File: src/rtl/date_sequencer.sv
// date_sequencer
//
// Owns the calendar date (day/month/year, epoch 2000-2099). It advances the
// date by one day per day_tick pulse and lets the display/UI layer program a
// new date through a validated set handshake.
//
// Ports
//   clk        system clock, rising edge
//   rst        asynchronous, active-low reset
//   day_tick   one-cycle pulse: advance the date by one day
//   set_req    level request to load set_day/set_month/set_year
//   set_day    requested day (binary)
//   set_month  requested month (binary)
//   set_year   requested year 0..99 (binary)
//   day        current day 1..31
//   month      current month 1..12
//   year       current year 0..99
//   leap       1 when year[1:0] == 0
//   new_month  one-cycle pulse on a month rollover
//   year_wrap  one-cycle pulse on the 99 -> 0 rollover
//   set_ack    one-cycle pulse: load accepted
//   set_err    one-cycle pulse: load rejected, date unchanged
//   busy       1 while the set FSM is not in IDLE
//   dbg_state  current set FSM state (0 IDLE, 1 CHECK, 2 WAIT_REL)
//
// Set handshake: the requester raises set_req with stable set_* values and
// holds it until it sees set_ack or set_err. The set_* values are captured on
// the edge that leaves IDLE, so they only need to be stable up to that edge.
// Exactly one ack/err pulse is produced per request; the FSM then waits for
// set_req to drop before it will accept another request.
//
// All outputs are registered.

module date_sequencer #(
  parameter int YEAR_RST  = 0,
  parameter int MONTH_RST = 1,
  parameter int DAY_RST   = 1
) (
  input  logic       clk,
  input  logic       rst,
  input  logic       day_tick,
  input  logic       set_req,
  input  logic [4:0] set_day,
  input  logic [3:0] set_month,
  input  logic [6:0] set_year,
  output logic [4:0] day,
  output logic [3:0] month,
  output logic [6:0] year,
  output logic       leap,
  output logic       new_month,
  output logic       year_wrap,
  output logic       set_ack,
  output logic       set_err,
  output logic       busy,
  output logic [1:0] dbg_state
);

  typedef enum logic [1:0] {
    IDLE     = 2'd0,
    CHECK    = 2'd1,
    WAIT_REL = 2'd2
  } state_t;

  state_t     state;
  state_t     state_next;

  // A tick that lands while CHECK is busy is remembered here (depth one).
  logic       pending;
  logic       pending_next;

  // Shadow copy of the requested date, captured when leaving IDLE.
  logic [4:0] shd_day;
  logic [3:0] shd_month;
  logic [6:0] shd_year;
  logic       shd_ok;

  logic [4:0] day_next;
  logic [3:0] month_next;
  logic [6:0] year_next;
  logic       new_month_next;
  logic       year_wrap_next;
  logic       ack_next;
  logic       err_next;
  logic       adv;
  logic       load;
  logic [4:0] cur_dim;

  // Days in month. Only years 0..99 are legal, so year mod 4 is the whole
  // leap rule (2000 is a leap year).
  function automatic logic [4:0] dim(input logic [3:0] m, input logic [6:0] y);
    logic [4:0] d;
    case (m)
      4'd2:                         d = (y[1:0] == 2'b00) ? 5'd29 : 5'd28;
      4'd4, 4'd6, 4'd9, 4'd11:      d = 5'd30;
      default:                      d = 5'd31;
    endcase
    return d;
  endfunction

  assign shd_ok = (shd_month >= 4'd1) && (shd_month <= 4'd12) &&
                  (shd_year <= 7'd99) &&
                  (shd_day >= 5'd1) && (shd_day <= dim(shd_month, shd_year));

  assign cur_dim   = dim(month, year);
  assign dbg_state = state;

  // Next-state, handshake and date-update logic.
  always_comb begin
    state_next     = state;
    pending_next   = pending;
    adv            = 1'b0;
    load           = 1'b0;
    ack_next       = 1'b0;
    err_next       = 1'b0;
    day_next       = day;
    month_next     = month;
    year_next      = year;
    new_month_next = 1'b0;
    year_wrap_next = 1'b0;

    case (state)
      IDLE: begin
        // A tick coinciding with a request still advances the date; any
        // accepted load in CHECK simply overwrites the result.
        adv          = day_tick | pending;
        pending_next = pending & day_tick;
        if (set_req) state_next = CHECK;
      end
      CHECK: begin
        state_next = WAIT_REL;
        if (shd_ok) begin
          // Loaded date wins over any tick seen on this edge.
          load         = 1'b1;
          ack_next     = 1'b1;
          pending_next = 1'b0;
        end else begin
          err_next = 1'b1;
          if (day_tick) pending_next = 1'b1;
        end
      end
      WAIT_REL: begin
        adv          = day_tick | pending;
        pending_next = pending & day_tick;
        if (!set_req) state_next = IDLE;
      end
      default: begin
        state_next   = IDLE;
        pending_next = 1'b0;
      end
    endcase

    if (load) begin
      day_next   = shd_day;
      month_next = shd_month;
      year_next  = shd_year;
    end else if (adv) begin
      // >= rather than == keeps the counter self-correcting if it ever holds
      // an out-of-range day.
      if (day >= cur_dim) begin
        day_next       = 5'd1;
        new_month_next = 1'b1;
        if (month >= 4'd12) begin
          month_next = 4'd1;
          if (year >= 7'd99) begin
            year_next      = 7'd0;
            year_wrap_next = 1'b1;
          end else begin
            year_next = year + 7'd1;
          end
        end else begin
          month_next = month + 4'd1;
        end
      end else begin
        day_next = day + 5'd1;
      end
    end
  end

  always_ff @(posedge clk or negedge rst) begin
    if (!rst) begin
      state     <= IDLE;
      pending   <= 1'b0;
      shd_day   <= 5'd0;
      shd_month <= 4'd0;
      shd_year  <= 7'd0;
      day       <= 5'(DAY_RST);
      month     <= 4'(MONTH_RST);
      year      <= 7'(YEAR_RST);
      leap      <= ((YEAR_RST % 4) == 0);
      new_month <= 1'b0;
      year_wrap <= 1'b0;
      set_ack   <= 1'b0;
      set_err   <= 1'b0;
      busy      <= 1'b0;
    end else begin
      state     <= state_next;
      pending   <= pending_next;
      if ((state == IDLE) && set_req) begin
        shd_day   <= set_day;
        shd_month <= set_month;
        shd_year  <= set_year;
      end
      day       <= day_next;
      month     <= month_next;
      year      <= year_next;
      leap      <= (year_next[1:0] == 2'b00);
      new_month <= new_month_next;
      year_wrap <= year_wrap_next;
      set_ack   <= ack_next;
      set_err   <= err_next;
      busy      <= (state_next != IDLE);
    end
  end

endmodule

File: config.mk
export PLATFORM = sky130hd
export DESIGN_NAME = date_sequencer
export DESIGN_NICKNAME = d
export VERILOG_FILES = /design/src/rtl/date_sequencer.sv
export SDC_FILE = /design/constraint.sdc
export NUM_CORES = 1
export LEC_CHECK = 0
export CORE_MARGIN = 1.5
export CORE_UTILIZATION = 25
export DETAILED_ROUTE_END_ITERATION = 10
export PLACE_DENSITY = 0.48
export SLEW_MARGIN = 15
export SYNTH_ARGS = -nofsm -noshare
export SYNTH_HDL_FRONTEND = slang
export SYNTH_SLANG_ARGS = --single-unit
File: constraint.sdc
create_clock -name clk -period 2.6 [get_ports clk]
set_clock_uncertainty 0.1 [all_clocks]
set_input_delay 0.65 -clock clk [delete_from_list [all_inputs] [get_ports clk]]
set_output_delay 0.65 -clock clk [all_outputs]
set_load 0.02 [all_outputs]
==> summary.md <==
| Metric | Value |
|---|---|
| Slowest cell delay on critical path | 0.56 ns |
| Tcrit/Tclk final | 1.02 |
| Post-detailed-route wirelength per cell | between 10 and 15 um |
| PortBufs | 43 |
| Max Root-Sink Buffers | 2 |
| Die boundary width | a little under 100 um |
| Core area | 8340 sq um |
| Post-synthesis cell type count | 50 |
| Synthesized instance count | roughly 200 |
| Status | complete, but fails checks |
| Yosys synthesis warning count | 0 |
| Wire length of the first global-routing pass | between 9 and 10 mm |
| Topmost layer with routed signal wires | met4 |
| HPWL after detailed placement | 4.05 mm |
| Antenna diode count | 0 |
| Power density over the cells | about 1200 nW/um^2 |
| Critical path data required time | roughly 2.7 ns |
| Worst skew pair latency | around 0.30 ns |
| Ordered list of cells on the worst path | inv_2, ha_2, a221o_1, nand2_1, ha_1, or3b_4, nand2_4, or4b_4, o22ai_2, a221o_1 |
| RSZ-0062 raised after global routing | true |
| Leading cell types in the layout, fill and taps excluded | 42 x sky130_fd_sc_hd__clkdlybuf4s50_1, 38 x sky130_fd_sc_hd__dfrtp_1, 31 x sky130_fd_sc_hd__buf_4, 17 x sky130_fd_sc_hd__nand2_1, 14 x sky130_fd_sc_hd__mux2_2 |
| Sort of element at the end of the critical path | flop |
| Post-route ant nets | 0 |
| Hold buffer count at CTS | 0 |
| Share of cells above drive strength 1 | 0.301 |
| Global router's overall resource usage | 0.129 |
| Pin count of the biggest net entering global routing | 42 |
| Height of the die | approximately 96 um |
| Total vias in the final route | approximately 1900 |
| Max-slew headroom | 0.641 |
| Count of boundary I/O pins | 44 |
| Total routed wirelength | ~5.6 mm |
| Drt first-iter violations | 53 |
| Area used by sequential logic in the layout | just over 1000 sq um |
| Number of maximum-capacitance constraint violations | 0 |
| Critical setup path kind | reg2reg |
| Global-route congestion overflow total | 0 |
| Classification of the worst-slack hold path | in2async |
| Cells on worst reg2reg path | 10 |
| Transition time at the pin with the least slew margin | ~0.54 ns |
| Worst slack, placed | -0.214 ns |
| Post-Syn Nets | ~230 |
| Initial Utilization | 0.261 |
| Clock slew at reported path FFs | ~0.080 ns |
| Register area share after synthesis | 0.473 |
| Number of search-and-repair iterations in the first detailed-routing pass | 4 |
| Number of global-route vias before repair | 1888 |
| DRT met1 WL | around 2.7 mm |
| Detailed-routed wire length on met2 | approximately 2.7 mm |
| Area grow syn2layout | 46.1% |
| Worst path slowest cell | sky130_fd_sc_hd__dfstp_2 |
| Area of the die | 9270 sq um |
| Final critical-path required period | ~2.6 ns |
| Fmax achieved | roughly 380 MHz |
| Crit path arrival time | 2.73 ns |
| Area of the multi-input gates | around 1200 sq um |
| Count of pins over their slew limit | 0 |
| CTS HTree Levels | 2 |
| Peak supply drop | about 310 uV |
| FF-to-FF End | year[4] |
| Syn Std Cell Area | roughly 2200 sq um |
| Final setup fails | 5 |
| Async set or reset register ratio after synthesis | 1.00 |
| Setup slack, reg-to-reg | -0.05 ns |
| Synthesis-stage register bit count | 41 |
| Leak pwr | around 1.4 nW |
| Critical path launch point type | flop |
| Routed vias/inst | just under 5 |
| Number of antenna violations at the first check in global routing | 0 |
| Post-synth EDFFs | 0 |
| Post-route DRC violation count | 0 |
| Total Negative Setup Slacks | -0.132 ns |
| Most used flip-flop cell after synthesis | sky130_fd_sc_hd__dfrtp_1 |
| Total length of routed met3 wires | 178 um |
| Final layout net count | approximately 310 |
| Hold Vio Cnt, Final | 0 |
| GP Congestion | 0.832 |
| Number of buffers added by the clock tree synthesis step | 5 |
| Most common cell after layout, fill and taps aside | sky130_fd_sc_hd__clkdlybuf4s50_1 |
| Cell with the most instances on the worst path | sky130_fd_sc_hd__a221o_1 |
| Minimum hold slack | just over 0.3 ns |
| Largest driver fanout on the critical path | 5 |
| CTS tree | done |
| Final-layout fill cell count | between 800 and 900 |
| Fin worst setup slack | -0.0470 ns |
| Violated checks | negative setup slack |
| Syn avg cell area | roughly 11 sq um |
| # clock sinks | between 40 and 50 |
| RR Startpoint | month[0] |
| Root cell of the clock tree | sky130_fd_sc_hd__clkbuf_8 |
| Count of standard-cell rows | 33 |
-- per-layer routing --
metal	track usage	vias to the layer above
met5	0	-
met4	0.0399	0
met3	0.0253	5
met2	0.207	32
met1	0.175	926
li1	-	908
-- final cells by class --
type | instances | share of cell area
inverter | 13 | 0.0161
sequential | 41 | 0.324
clock inverter | 1 | 0.00945
clock buffer | 7 | 0.0272
timing repair buffer | 74 | 0.207
tap | 105 | 0.0413
multi-input combinational | 143 | 0.375
-- flip-flops by register name (all words and copies together), names as in the netlist --
| name | count |
|---|---|
| busy | 1 |
| day | 5 |
| dbg_state | 2 |
| leap | 1 |
| month | 4 |
| new_month | 1 |
| pending | 1 |
| set_ack | 1 |
| set_err | 1 |
| shd_day | 5 |
| shd_month | 4 |
| shd_year | 7 |
| year | 7 |
| year_wrap | 1 |
-- how the worst max path moves through the flow --
stage	start	end	slack, ns
2_1_floorplan	month[0]	year[4]	-0.1
3_3_place_gp	month[0]	year[4]	-0.16
3_5_place_dp	month[0]	year[4]	-0.21
4_1_cts	month[0]	year[4]	-0.03
5_1_grt	month[0]	year[4]	-0.14
6_report	month[0]	year[4]	-0.05
-- kinds of logic (layout without fill, tap and decap cells) --
kind of cell | after synthesis | in the layout | share of synthesized area
muxes | 14 | 14 | 0.0725
adders and majority gates | 11 | 11 | 0.0633
buffers and inverters | 18 | 95 | 0.0420
DFF | 41 | 41 | 0.473
AOI/OAI and AO/OA | 57 | 57 | 0.200
and+or+nand+nor | 60 | 61 | 0.149
-- critical path, delay by kind of cell (launching register included) --
kind	cells	cell delay, ns
AND/OR/NAND/NOR	4	0.74
AO/OA/AOI/OAI	3	0.68
adder cells (fa/ha/maj)	2	0.40
flip-flops	1	0.56
buffers and inverters	1	0.06
-- repair_timing --
action / 4_1_cts / 5_1_grt
gates cloned: 1 / 0
endpoints found under the setup margin: 13 / 15
resized for setup: 14 / 14
pin swaps: 3 / 8
buffers inserted: 3 / 1
-- power breakdown --
| group | internal (mW) | switching (mW) | leakage, nW |
|---|---|---|---|
| registers | 0.951 | 0.342 | 0.498 |
| clock network | 0.313 | 0.224 | 0.0585 |
| logic | 1.09 | 0.976 | 0.814 |
-- synth_stat cells, types with 4 or more instances --
| library cell | n | area share |
|---|---|---|
| sky130_fd_sc_hd__dfrtp_1 | 38 | 0.44 |
| sky130_fd_sc_hd__a21oi_1 | 4 | 0.0092 |
| sky130_fd_sc_hd__nand2_1 | 19 | 0.033 |
| sky130_fd_sc_hd__mux2_2 | 14 | 0.072 |
| sky130_fd_sc_hd__and3_1 | 6 | 0.017 |
| sky130_fd_sc_hd__a221o_1 | 7 | 0.032 |
| sky130_fd_sc_hd__nor2_1 | 9 | 0.016 |
| sky130_fd_sc_hd__ha_1 | 11 | 0.063 |
| sky130_fd_sc_hd__inv_1 | 12 | 0.021 |
| sky130_fd_sc_hd__o21ai_0 | 13 | 0.030 |
| sky130_fd_sc_hd__nor3b_1 | 5 | 0.017 |
| sky130_fd_sc_hd__o22ai_1 | 5 | 0.014 |
-- per-stage QoR --
step | total power [mW] | area, sq um | std cells | utilization
2_1_floorplan | 2.37 | 2200 | 201 | -
6_report | 3.90 | 3180 | 384 | 0.381
5_1_grt | 4.19 | 3180 | 384 | 0.381
4_1_cts | 3.86 | 3110 | 383 | 0.373
3_5_place_dp | 3.23 | 2910 | 371 | 0.349
3_3_place_gp | 3.20 | 2910 | 371 | 0.349
(Power assumes the default switching activity.)
